## config.mk

```make
export PLATFORM = sky130hd
export DESIGN_NAME = fp_add_arbiter
export DESIGN_NICKNAME = d
export VERILOG_FILES = /design/src/rtl/fp_add_arbiter_pkg.sv /design/src/rtl/fp_add_arbiter_rr_pick.sv /design/src/rtl/fp_add_arbiter.sv
export SDC_FILE = /design/constraint.sdc
export NUM_CORES = 1
export LEC_CHECK = 0
export BUFFER_PORTS_ARGS = -buffer_cell sky130_fd_sc_hd__buf_2
export CELL_PAD_IN_SITES_DETAIL_PLACEMENT = 1
export CELL_PAD_IN_SITES_GLOBAL_PLACEMENT = 1
export CORE_MARGIN = 2
export CORE_UTILIZATION = 33
export DETAILED_ROUTE_END_ITERATION = 6
export PLACE_DENSITY = 0.88
export SYNTH_ARGS = -nofsm -noshare
export SYNTH_HDL_FRONTEND = slang
export SYNTH_SLANG_ARGS = --single-unit
export TNS_END_PERCENT = 30
```

## constraint.sdc

```tcl
create_clock -name clk -period 3.3 [get_ports clk]
set_input_delay 0.66 -clock clk [delete_from_list [all_inputs] [get_ports clk]]
set_output_delay 0.66 -clock clk [all_outputs]
set_load 0.05 [all_outputs]
```

## src/rtl/fp_add_arbiter_pkg.sv

```systemverilog
// Shared widths and controller state encoding for the custom-float adder
// and the arbiter that time-shares it.
package fp_add_arbiter_pkg;

    localparam int MANTISSA   = 11;
    localparam int EXPONENT   = 5;
    localparam int DATA_WIDTH = MANTISSA + EXPONENT;

    typedef enum logic [1:0] {
        ST_IDLE  = 2'd0,
        ST_RUN   = 2'd1,
        ST_STALL = 2'd2
    } ctrl_state_t;

endpackage

```

## src/rtl/fp_add_arbiter_rr_pick.sv

```systemverilog
// Round-robin picker: the search starts one past the last granted
// requester, wraps modulo NREQ, and grants the first asserted request.
module rr_pick #(
    parameter int NREQ = 4,
    localparam int ID_W = $clog2(NREQ)
) (
    input  logic [NREQ-1:0] req,
    input  logic [ID_W-1:0] last_grant,
    output logic [NREQ-1:0] grant
);

    logic found;

    // Rotating priority search producing a one-hot grant.
    always_comb begin
        grant = '0;
        found = 1'b0;
        for (int off = 1; off <= NREQ; off++) begin
            for (int i = 0; i < NREQ; i++) begin
                if (!found && req[i] && (i == (int'(last_grant) + off) % NREQ)) begin
                    grant[i] = 1'b1;
                    found    = 1'b1;
                end
            end
        end
    end

endmodule

```

## src/rtl/fp_add_arbiter.sv

```systemverilog
// Shares one external combinational custom-float adder among NREQ
// requesters through a two-stage pipeline (issue -> result) with a
// round-robin accept and a ready/valid result handshake.
//
// state    | meaning
// ---------+-----------------------------------------------------------
// ST_IDLE  | issue and result stages both empty
// ST_RUN   | work in flight; result free or draining this cycle
// ST_STALL | issue and result both full, consumer not taking the result
module fp_add_arbiter #(
    parameter int NREQ     = 4,
    parameter int MANTISSA = fp_add_arbiter_pkg::MANTISSA,
    parameter int EXPONENT = fp_add_arbiter_pkg::EXPONENT,
    localparam int DATA_WIDTH = MANTISSA + EXPONENT,
    localparam int ID_W       = $clog2(NREQ)
) (
    input  logic                       clk,
    input  logic                       rst_n,
    input  logic [NREQ-1:0]            req_valid,
    output logic [NREQ-1:0]            req_ready,
    input  logic [NREQ*DATA_WIDTH-1:0] req_a,
    input  logic [NREQ*DATA_WIDTH-1:0] req_b,
    output logic [DATA_WIDTH-1:0]      add_a,
    output logic [DATA_WIDTH-1:0]      add_b,
    input  logic [MANTISSA-1:0]        add_m,
    input  logic [EXPONENT-1:0]        add_ex,
    output logic                       rsp_valid,
    input  logic                       rsp_ready,
    output logic [DATA_WIDTH-1:0]      rsp_data,
    output logic [ID_W-1:0]            rsp_id,
    output logic                       busy
);

    import fp_add_arbiter_pkg::*;

    ctrl_state_t     state;
    logic            ready_en;
    logic            iss_valid;
    logic [ID_W-1:0] iss_id;
    logic            res_valid;
    logic [ID_W-1:0] last_grant;
    logic [NREQ-1:0] grant;
    logic [ID_W-1:0] grant_id;
    logic            advance;
    logic            can_accept;
    logic            accept;
    logic            iss_next;
    logic            res_next;

    rr_pick #(.NREQ(NREQ)) u_rr_pick (
        .req        (req_valid),
        .last_grant (last_grant),
        .grant      (grant)
    );

    // One-hot grant to requester index for the operand mux and id tag.
    always_comb begin
        grant_id = '0;
        for (int i = 0; i < NREQ; i++) begin
            if (grant[i]) grant_id = ID_W'(i);
        end
    end

    // ready_en keeps req_ready low while reset is asserted without routing
    // rst_n into the combinational accept path.
    assign advance    = iss_valid & (~res_valid | rsp_ready);
    assign can_accept = ready_en & (~iss_valid | advance);
    assign req_ready  = can_accept ? grant : '0;
    assign accept     = |(req_valid & req_ready);
    assign iss_next   = accept | (iss_valid & ~advance);
    assign res_next   = advance | (res_valid & ~rsp_ready);
    assign rsp_valid  = res_valid;
    assign busy       = (state != ST_IDLE);

    // Accept gate opens on the first clock after reset release.
    always_ff @(posedge clk or negedge rst_n) begin
        if (!rst_n) ready_en <= 1'b0;
        else        ready_en <= 1'b1;
    end

    // Issue stage: captures the granted operands, holds them while stalled.
    always_ff @(posedge clk or negedge rst_n) begin
        if (!rst_n) begin
            iss_valid <= 1'b0;
            iss_id    <= '0;
            add_a     <= '0;
            add_b     <= '0;
        end else begin
            iss_valid <= iss_next;
            if (accept) begin
                iss_id <= grant_id;
                add_a  <= req_a[grant_id*DATA_WIDTH +: DATA_WIDTH];
                add_b  <= req_b[grant_id*DATA_WIDTH +: DATA_WIDTH];
            end
        end
    end

    // Result stage: samples the adder output when the issue stage advances.
    always_ff @(posedge clk or negedge rst_n) begin
        if (!rst_n) begin
            res_valid <= 1'b0;
            rsp_data  <= '0;
            rsp_id    <= '0;
        end else begin
            res_valid <= res_next;
            if (advance) begin
                rsp_data <= {add_m, add_ex};
                rsp_id   <= iss_id;
            end
        end
    end

    // Round-robin pointer moves only on a completed handshake.
    always_ff @(posedge clk or negedge rst_n) begin
        if (!rst_n)      last_grant <= ID_W'(NREQ - 1);
        else if (accept) last_grant <= grant_id;
    end

    // Controller state tracking pipeline occupancy.
    always_ff @(posedge clk or negedge rst_n) begin
        if (!rst_n) begin
            state <= ST_IDLE;
        end else begin
            case (state)
                ST_IDLE: begin
                    if (accept) state <= ST_RUN;
                end
                ST_RUN: begin
                    if (iss_valid && res_valid && !rsp_ready) state <= ST_STALL;
                    else if (!iss_next && !res_next)          state <= ST_IDLE;
                end
                ST_STALL: begin
                    if (rsp_ready) state <= ST_RUN;
                end
                default: state <= ST_IDLE;
            endcase
        end
    end

endmodule
```

==> qor.csv, run 1 <==
stage;metric;value;unit
placement;post-place-cells;658;
critical_path;cp_top_family;flip-flops;
layout;nFillCells;1235;
sta;final_max_slew_viol_count;0;
clock_tree;numCtsBuffers;9;
logic_synthesis;ys_ff_latch;59;
routing;wirelength;11.82;mm
clock_tree;cts_tree;done;
floorplanning;io_pins;207;
critical_path;critPathKind;reg2out;
clock_tree;clk_latency;0.34;ns
routing;via_per_inst;5.301;
logic_synthesis;syn_nets;491;
sta;max_slew_margin;28.02;%
floorplanning;rows;37;
layout;diodes;0;
grt;grt_pass1_wl;18.79;mm
grt;grt_max_degree;60;
logic_synthesis;synthCells;340;
logic_synthesis;ys_types;39;
sta;min_period;2.879;ns
grt;grt_usage;21.21;%
routing;firstDrtPassIters;4;
flow_run;cap_violations;0;
critical_path;crit_path_start_kind;register;
layout;finalNetCount;684;
placement;pre_cts_ws;0.5695;ns
sta;rsz0062_at_grt;no;
floorplanning;die_x;105.4;um
placement;place_congestion;0.8061;
critical_path;crit_chain;nor2_1 > a221o_2 > nand2_4 > nor2_1 > buf_2;
placement;place_area;4468;sq um
layout;area_growth;37.82;%
clock_tree;cts.repair.resized;0;
layout;drive_gt1_share;50.56;%
power_and_ir_drop;powerDensity;796.8;nW/um^2
sta;fmax;347.3;MHz
clock_tree;cts_sinks;59;
placement;port_buffers;206;
power_and_ir_drop;total_power;3.724;mW
sta;final.setup.worst_slack;0.4205;ns
floorplanning;core_region_area;10140;sq um
layout;fin_util;46.09;%
clock_tree;htree_levels;3;
logic_synthesis;synth_edf_count;0;
sta;setup_tns;0;ns
clock_tree;post_cts_buffers;0;
routing;drtIter0Drc;208;
grt;grt.overflow.total;0;
clock_tree;clk_pin_slew;0.08;ns
critical_path;crit_path_end_kind;output port;
layout;layout_common_cells;206 x buf_2, 57 x dfrtp_1, 41 x o221ai_1;
clock_tree;cts-root-buf;clkbuf_8;
critical_path;slowest_stage;dfstp_2;
layout;fin_cells;674;
sta;tightestPinTransition;1.080;ns
routing;vias;3573;
floorplanning;die-height;105.4;um
critical_path;critPathBufInv;1;
sta;clock_skew;0.01224;ns
logic_synthesis;yosysWarnings;0;
critical_path;arrival;2.22;ns
clock_tree;postCtsHoldBufs;0;
floorplanning;die_area;11100;sq um
grt;grt_pass1_vias;3819;
layout;final_area;4673;sq um
placement;post-dp-hpwl;8.701;mm
run_status;outcome;completed;
sta;period_share;87.26;%
power_and_ir_drop;ir_drop;0.3485;mV
logic_synthesis;syn_area_per_cell;9.973;sq um
logic_synthesis;ys_seq_area_share;43.62;%
hold_path;hold_path.class;in2async;
power_and_ir_drop;p_leak;2.197;nW
critical_path;crit_fanout;19;
critical_path;cp_common_cell;nor2_1;
critical_path;critPathMaxStageDelay;0.68;ns
clock_tree;clk_path_buf_depth;2;
critical_path;worstPathRequired;2.64;ns
layout;layout_commonest_cell;buf_2;
logic_synthesis;synth-main-ff-cell;dfrtp_1;
routing;ant_nets;0;
floorplanning;initial_utilization;33.44;%
grt;antenna_found_initial;0;
routing;post_drt_wl_per_cell;17.54;um
routing;drc;0;
sta;hold-worst-slack;0.4563;ns
sta;setup_viol_count_final;0;
logic_synthesis;async_flop_share;100.0;%
logic_synthesis;synth_area;3391;sq um
sta;hold_viol_final;0;
==> area by class of cell <==
| class | count | area (sq um) | share of cell area, % |
|---|---|---|---|
| clock buffer | 9 | 123.9 | 2.651 |
| clock inverter | 7 | 81.33 | 1.740 |
| inverter | 16 | 60.06 | 1.285 |
| multi-input combinational | 234 | 1675 | 35.85 |
| sequential | 59 | 1479 | 31.65 |
| tap | 136 | 170.2 | 3.641 |
| timing repair buffer | 213 | 1084 | 23.19 |
==> cells by family (layout without fill, tap and decap cells) <==
kind of cell | after synthesis | count (layout) | synth area share, %
AND/OR/NAND/NOR | 113 | 113 | 16.94
AO/OA/AOI/OAI | 101 | 101 | 25.76
flip-flops | 59 | 59 | 43.62
buffers and inverters | 47 | 245 | 7.269
multiplexers | 19 | 19 | 6.310
other | 1 | 1 | 0.1106
==> worst paths after layout <==
| kind | start | to | slack (ns) | cells after the start |
|---|---|---|---|---|
| worst max register to register | last_grant[1] | add_a[13] | 1.00 | 5 |
| min in group clk | rsp_ready | state[1] | 0.48 | 2 |
| max in group asynchronous | rst_n | add_b[8] | 2.34 | 2 |
| worst min register to register | add_a[9] | add_a[9] | 0.49 | 2 |
| worst min-delay path | rst_n | add_b[15] | 0.46 | 2 |
| worst max-delay path | last_grant[1] | req_ready[3] | 0.42 | 5 |
==> flip-flops by register name (all words and copies together) (netlist names), 2 cells and up <==
signal and cells:
last_grant 2, iss_id 2, add_b 16, rsp_id 2, rsp_data 16, state 2
add_a 16
==> layer usage <==
layer,part of all wire [%],global-route usage [%],vias up
met3,5.3,3.401,26
met5,0,0,-
met2,51,37.42,139
li1,-,-,1697
met4,2.3,8.095,0
met1,42,25.84,1711
==> Yosys cell counts, types with 9 or more instances <==
library cell  number  area [sq um]
clkbuf_1          10         37.54
buf_2             13         65.06
a31oi_1           18         112.6
nand2_1           21         78.83
nor3b_1           15         112.6
o221ai_1          42         367.9
inv_1             16         60.06
dfrtp_1           57          1426
nand3_1           30         150.1
a221o_1           14         140.1
mux2_2            19         214.0
o221ai_2           9         135.1
nor2_1            30         112.6
==> where the power goes <==
| part | switching, mW | total, mW | internal [mW] |
|---|---|---|---|
| clock network | 0.332 | 0.693 | 0.360 |
| registers | 0.142 | 1.10 | 0.961 |
| logic | 1.41 | 1.93 | 0.522 |
| total | 1.88 | 3.72 | 1.84 |
(Power assumes the default switching activity.)
==> run 2, diff against run 1 <==
--- a/config.mk
+++ b/config.mk
@@ -12,6 +12,8 @@
 export CORE_UTILIZATION = 33
 export DETAILED_ROUTE_END_ITERATION = 6
 export PLACE_DENSITY = 0.88
+export RECOVER_POWER = 25
+export SETUP_SLACK_MARGIN = 0.2
 export SYNTH_ARGS = -nofsm -noshare
 export SYNTH_HDL_FRONTEND = slang
 export SYNTH_SLANG_ARGS = --single-unit
==> run 2 against run 1 <==
  * Sequential power about the same
  * Worst setup slack better by 0.032 ns
  * Clock power down 5.8%
  * Final cell count up 0.74%
  * First-iteration DRC count unchanged
  * Utilization up 0.19 points
  * Sequential share of layout area down 0.13 points
  * Clock skew about the same
==> qor.csv, run 2 (synthesized netlist as in run 1, its figures left out) <==
stage;metric;value;unit
run_status;outcome;completed;
sta;tightestPinTransition;1.438;ns
power_and_ir_drop;ir_drop;0.3241;mV
sta;period_share;86.28;%
clock_tree;clk_latency;0.33;ns
grt;grt_pass1_wl;19.95;mm
floorplanning;die_x;105.4;um
layout;layout_commonest_cell;buf_2;
grt;grt_max_degree;37;
layout;reg_top3;add_a: 16 flops, add_b: 16 flops, rsp_data: 16 flops;
critical_path;crit_path_start_kind;register;
floorplanning;die-height;105.4;um
power_and_ir_drop;internal_power;1.866;mW
power_and_ir_drop;switchingPower;1.877;mW
hold_path;hold_path.class;reg2reg;
clock_tree;clk_pin_slew;0.07;ns
hold_path;hold-path-cell-count;2;
layout;regArea;1479;sq um
layout;diodes;0;
layout;area_growth;38.38;%
grt;grt_pass1_vias;3955;
critical_path;crit_fanout;19;
routing;via_per_inst;5.479;
flow_run;cap_violations;0;
clock_tree;postCtsHoldBufs;0;
clock_tree;cts.repair.resized;0;
floorplanning;initial_utilization;33.44;%
routing;post_drt_wl_per_cell;19.07;um
routing;ant_nets;0;
clock_tree;clk_path_buf_depth;2;
floorplanning;die_area;11100;sq um
sta;rsz0062_at_grt;no;
power_and_ir_drop;p_comb_share;52.7;%
layout;layout_common_cells;204 x buf_2, 57 x dfrtp_1, 42 x o221ai_1;
placement;port_buffers;206;
floorplanning;core_region_area;10140;sq um
sta;hold_viol_final;0;
sta;fmax;351.2;MHz
critical_path;ff2ff_path_depth;5;
clock_tree;numCtsBuffers;9;
sta;final_max_slew_viol_count;0;
clock_tree;cts_sinks;59;
layout;drive_gt1_share;50.28;%
placement;place_congestion;0.9002;
clock_tree;post_cts_buffers;0;
layout;finalNetCount;689;
critical_path;worstPathRequired;2.64;ns
critical_path;timing.rr.start;last_grant[1];
sta;min_period;2.847;ns
sta;clock_skew;0.01248;ns
grt;grt_usage;22.93;%
placement;post-dp-hpwl;9.852;mm
clock_tree;cts-root-buf;clkbuf_8;
clock_tree;htree_levels;3;
critical_path;critPathKind;reg2out;
power_and_ir_drop;switching_share;50.15;%
critical_path;r2r_end;add_a[9];
hold_path;hp-start;add_b[1];
sta;setup_viol_count_final;0;
sta;setup_tns;0;ns
critical_path;crit_path_end_kind;output port;
floorplanning;rows;37;
grt;grt.overflow.total;0;
floorplanning;io_pins;207;
power_and_ir_drop;p_leak;2.214;nW
power_and_ir_drop;powerDensity;797.8;nW/um^2
routing;drc;0;
routing;vias;3720;
layout;multi_input_area;1673;sq um
grt;antenna_found_initial;0;
critical_path;r2r_slack;1.02;ns
layout;nFillCells;1264;
power_and_ir_drop;clkPwrFrac;17.5;%
hold_path;worstHoldEndpoint;add_b[1];
routing;wirelength;12.95;mm
sta;max_slew_margin;4.135;%
critical_path;arrival;2.19;ns
power_and_ir_drop;pwr-share-seq;29.8;%
power_and_ir_drop;total_power;3.743;mW
clock_tree;cts_tree;done;
routing;drtIter0Drc;208;
routing;firstDrtPassIters;4;
[run 2: cell type report]
type                    instances  share of cell area, %
clock buffers                  11                  3.013
clock inverters                 5                  1.120
inverters                      16                  1.280
multi-input cells             234                  35.65
flip-flops and latches         59                  31.52
well taps                     136                  3.627
repair buffers                218                  23.79
[run 2: stage by stage]
step                area (sq um)  utilization (%)  std cells  hold slack (ns)  setup WS, ns
global route                4692            46.28        679           0.5143        0.3347
CTS                         4697            46.33        679           0.3443        0.4454
finish                      4692            46.28        679           0.4833        0.4527
global placement            4503            44.42        663           0.4591        0.6416
detailed placement          4503            44.42        663           0.4724        0.5738
floorplan                   3396                -        340           0.3644        0.3649
[run 2: power groups by stage]
| stage | Clock (mW) | Sequential [mW] | Combinational [mW] |
|---|---|---|---|
| after floorplan | 0 | 1.84 | 0.719 |
| after global placement | 0 | 1.10 | 1.93 |
| after detailed placement | 0 | 1.13 | 1.98 |
| after CTS | 0.676 | 1.12 | 1.98 |
| after global routing | 0.713 | 1.14 | 2.09 |
| final | 0.653 | 1.12 | 1.97 |
[run 2: worst max-delay path by stage]
| stage | depth (start not counted) | slack [ns] | endpoint | start |
|---|---|---|---|---|
| after floorplan | 5 | 0.36 | req_ready[1] | req_valid[3] |
| after global placement | 6 | 0.64 | req_ready[3] | req_valid[0] |
| after detailed placement | 6 | 0.57 | req_ready[1] | req_valid[3] |
| after CTS | 5 | 0.45 | req_ready[3] | last_grant[1] |
| after global routing | 5 | 0.33 | req_ready[3] | last_grant[1] |
| final | 5 | 0.45 | req_ready[3] | last_grant[1] |
[run 2: critical path, stage by stage, from the launching register on]
cell and delay [ns]:
dfstp_2 0.66, nor2_1 0.08, a221o_2 0.53, nand2_4 0.31, nor2_1 0.07, buf_2 0.21
[run 2: metal layers]
layer	vias up	global-route usage [%]	part of all wire [%]
li1	1708	-	-
met1	1854	28.36	40
met2	134	39.68	52
met3	24	4.020	4.8
met4	0	8.762	2.5
met5	-	0	0
==> run 3, diff against run 2 <==
--- a/config.mk
+++ b/config.mk
@@ -9,9 +9,9 @@
 export CELL_PAD_IN_SITES_DETAIL_PLACEMENT = 1
 export CELL_PAD_IN_SITES_GLOBAL_PLACEMENT = 1
 export CORE_MARGIN = 2
-export CORE_UTILIZATION = 33
+export CORE_UTILIZATION = 31
 export DETAILED_ROUTE_END_ITERATION = 6
-export PLACE_DENSITY = 0.88
+export PLACE_DENSITY = 0.84
 export RECOVER_POWER = 25
 export SETUP_SLACK_MARGIN = 0.2
 export SYNTH_ARGS = -nofsm -noshare
==> constraint.sdc (replaced) <==
create_clock -name clk -period 3.09 [get_ports clk]
set_input_delay 0.618 -clock clk [delete_from_list [all_inputs] [get_ports clk]]
set_output_delay 0.618 -clock clk [all_outputs]
set_load 0.05 [all_outputs]
==> run 3 against run 2 <==
  * The flow now finishes with violations (max-capacitance violations, max-slew violations)
  * First-iteration DRC count is 25% lower
  * Utilization fell by 2.2 points
  * Register-to-register slack got worse by 0.26 ns
  * Global-route usage down 1.8 points
  * Critical path type unchanged
  * Critical endpoint unchanged
  * Sequential power grew 5%
  * Via count is 2.3% lower
  * Flip-flop and latch count stayed put
  * Final cell count rose by 0.88%
==> qor.csv, run 3 (synthesized netlist as in run 1, its figures left out) <==
stage;metric;value;unit
hold_path;worstHoldEndpoint;state[1];
routing;post_drt_wl_per_cell;18.36;um
placement;place_congestion;0.7994;
routing;wirelength;12.58;mm
critical_path;critPathKind;reg2out;
grt;grt_usage;21.08;%
grt;grt.overflow.total;0;
floorplanning;rows;38;
routing;ant_nets;0;
critical_path;crit_path_start_kind;register;
critical_path;arrival;1.98;ns
clock_tree;cts-root-buf;clkbuf_8;
layout;drive_gt1_share;50.83;%
critical_path;worstPathRequired;2.47;ns
clock_tree;clk_latency;0.34;ns
clock_tree;htree_levels;3;
clock_tree;numCtsBuffers;9;
hold_path;hold-path-cell-count;2;
layout;reg_top3;add_a: 16 flops, add_b: 16 flops, rsp_data: 16 flops;
critical_path;timing.rr.start;last_grant[1];
grt;grt_pass1_wl;19.28;mm
clock_tree;cts_tree;done;
sta;hold_viol_final;0;
sta;setup_tns;0;ns
floorplanning;die-height;108.6;um
routing;drc;0;
critical_path;ff2ff_path_depth;5;
critical_path;r2r_end;add_b[14];
run_status;violations;max-capacitance violations, max-slew violations;
layout;diodes;0;
critical_path;cp_common_cell;nor2_1;
sta;clock_skew;0.009841;ns
grt;grt_max_degree;38;
clock_tree;clk_path_buf_depth;2;
critical_path;crit_chain;nor2_1 > a221o_2 > nand2_4 > nor2_1 > buf_2;
sta;final_max_slew_viol_count;31;
grt;grt_pass1_vias;3889;
layout;area_growth;39.67;%
routing;drtIter0Drc;156;
routing;vias;3636;
clock_tree;clk_pin_slew;0.07;ns
run_status;outcome;finished with violations;
power_and_ir_drop;p_leak;2.224;nW
floorplanning;die_x;108.6;um
sta;setup_viol_count_final;0;
sta;hold-worst-slack;0.4662;ns
critical_path;critPathMaxStageDelay;0.68;ns
sta;period_share;84.22;%
floorplanning;io_pins;207;
grt;antenna_found_initial;0;
critical_path;crit_path_end_kind;output port;
sta;max_slew_margin;-5.841;%
clock_tree;postCtsHoldBufs;0;
placement;port_buffers;206;
clock_tree;cts_sinks;59;
critical_path;r2r_slack;0.76;ns
clock_tree;cts.repair.resized;0;
layout;finalNetCount;691;
sta;rsz0062_at_grt;no;
routing;firstDrtPassIters;4;
routing;via_per_inst;5.308;
placement;post-dp-hpwl;9.469;mm
floorplanning;core_region_area;10750;sq um
critical_path;crit_fanout;15;
clock_tree;post_cts_buffers;0;
hold_path;hold_path.class;in2reg;
sta;min_period;2.602;ns
power_and_ir_drop;powerDensity;845.6;nW/um^2
layout;nFillCells;1338;
layout;layout_common_cells;205 x buf_2, 57 x dfrtp_1, 41 x o221ai_1;
layout;layout_commonest_cell;buf_2;
critical_path;slowest_stage;dfstp_2;
floorplanning;initial_utilization;31.56;%
flow_run;cap_violations;1;
sta;tightestPinTransition;1.588;ns
hold_path;hp-start;rsp_ready;
floorplanning;die_area;11790;sq um
sta;fmax;384.3;MHz
power_and_ir_drop;ir_drop;0.3208;mV
## run 3: critical path, delay by kind of cell (launching register included)
family                 cells  cell delay, ns
AO/OA/AOI/OAI              1            0.52
flip-flops                 1            0.68
AND/OR/NAND/NOR            3            0.24
buffers and inverters      1            0.21
## run 3: worst max path at each step
stage                  start            to  depth (start not counted)
2_1_floorplan   req_valid[3]  req_ready[1]                          5
3_3_place_gp       rsp_ready  req_ready[1]                          6
3_5_place_dp    req_valid[3]  req_ready[1]                          6
4_1_cts        last_grant[1]  req_ready[3]                          5
5_1_grt            iss_valid  req_ready[1]                          5
6_report       last_grant[1]  req_ready[3]                          5
## run 3: power breakdown
group	switching [mW]	leakage (nW)	total (mW)	internal, mW
combinational	1.52	1.44	2.11	0.586
clock	0.321	0.0987	0.715	0.394
sequential	0.156	0.689	1.18	1.03
total	2.00	2.22	4.00	2.01
## run 3: per-stage QoR
stage	setup WS (ns)	area, sq um	util, %	instances	power [mW]
floorplan	0.2389	3396	-	340	2.733
global placement	0.5401	4543	42.28	669	3.255
detailed placement	0.5615	4543	42.28	669	3.323
CTS	0.4583	4745	44.15	685	4.061
global route	0.3448	4736	44.07	685	4.240
finish	0.4877	4736	44.07	685	4.005
## run 3: area by class of cell
| cell class | instances | area, sq um | share of cell area, % |
|---|---|---|---|
| sequential | 59 | 1479 | 31.23 |
| clock inverter | 6 | 63.81 | 1.347 |
| tap | 140 | 175.2 | 3.699 |
| timing repair buffer | 220 | 1140 | 24.07 |
| inverter | 16 | 60.06 | 1.268 |
| clock buffer | 10 | 137.6 | 2.906 |
| multi-input combinational | 234 | 1680 | 35.48 |
## run 3: layer usage
layer	wire length (um)	share of wire (%)	global-route usage [%]	up-vias
met5	0	0	0	-
met4	187	1.5	6.136	0
met3	741	5.9	4.702	18
met2	6470	51	38.35	132
met1	5180	41	24.64	1778
li1	-	-	-	1708
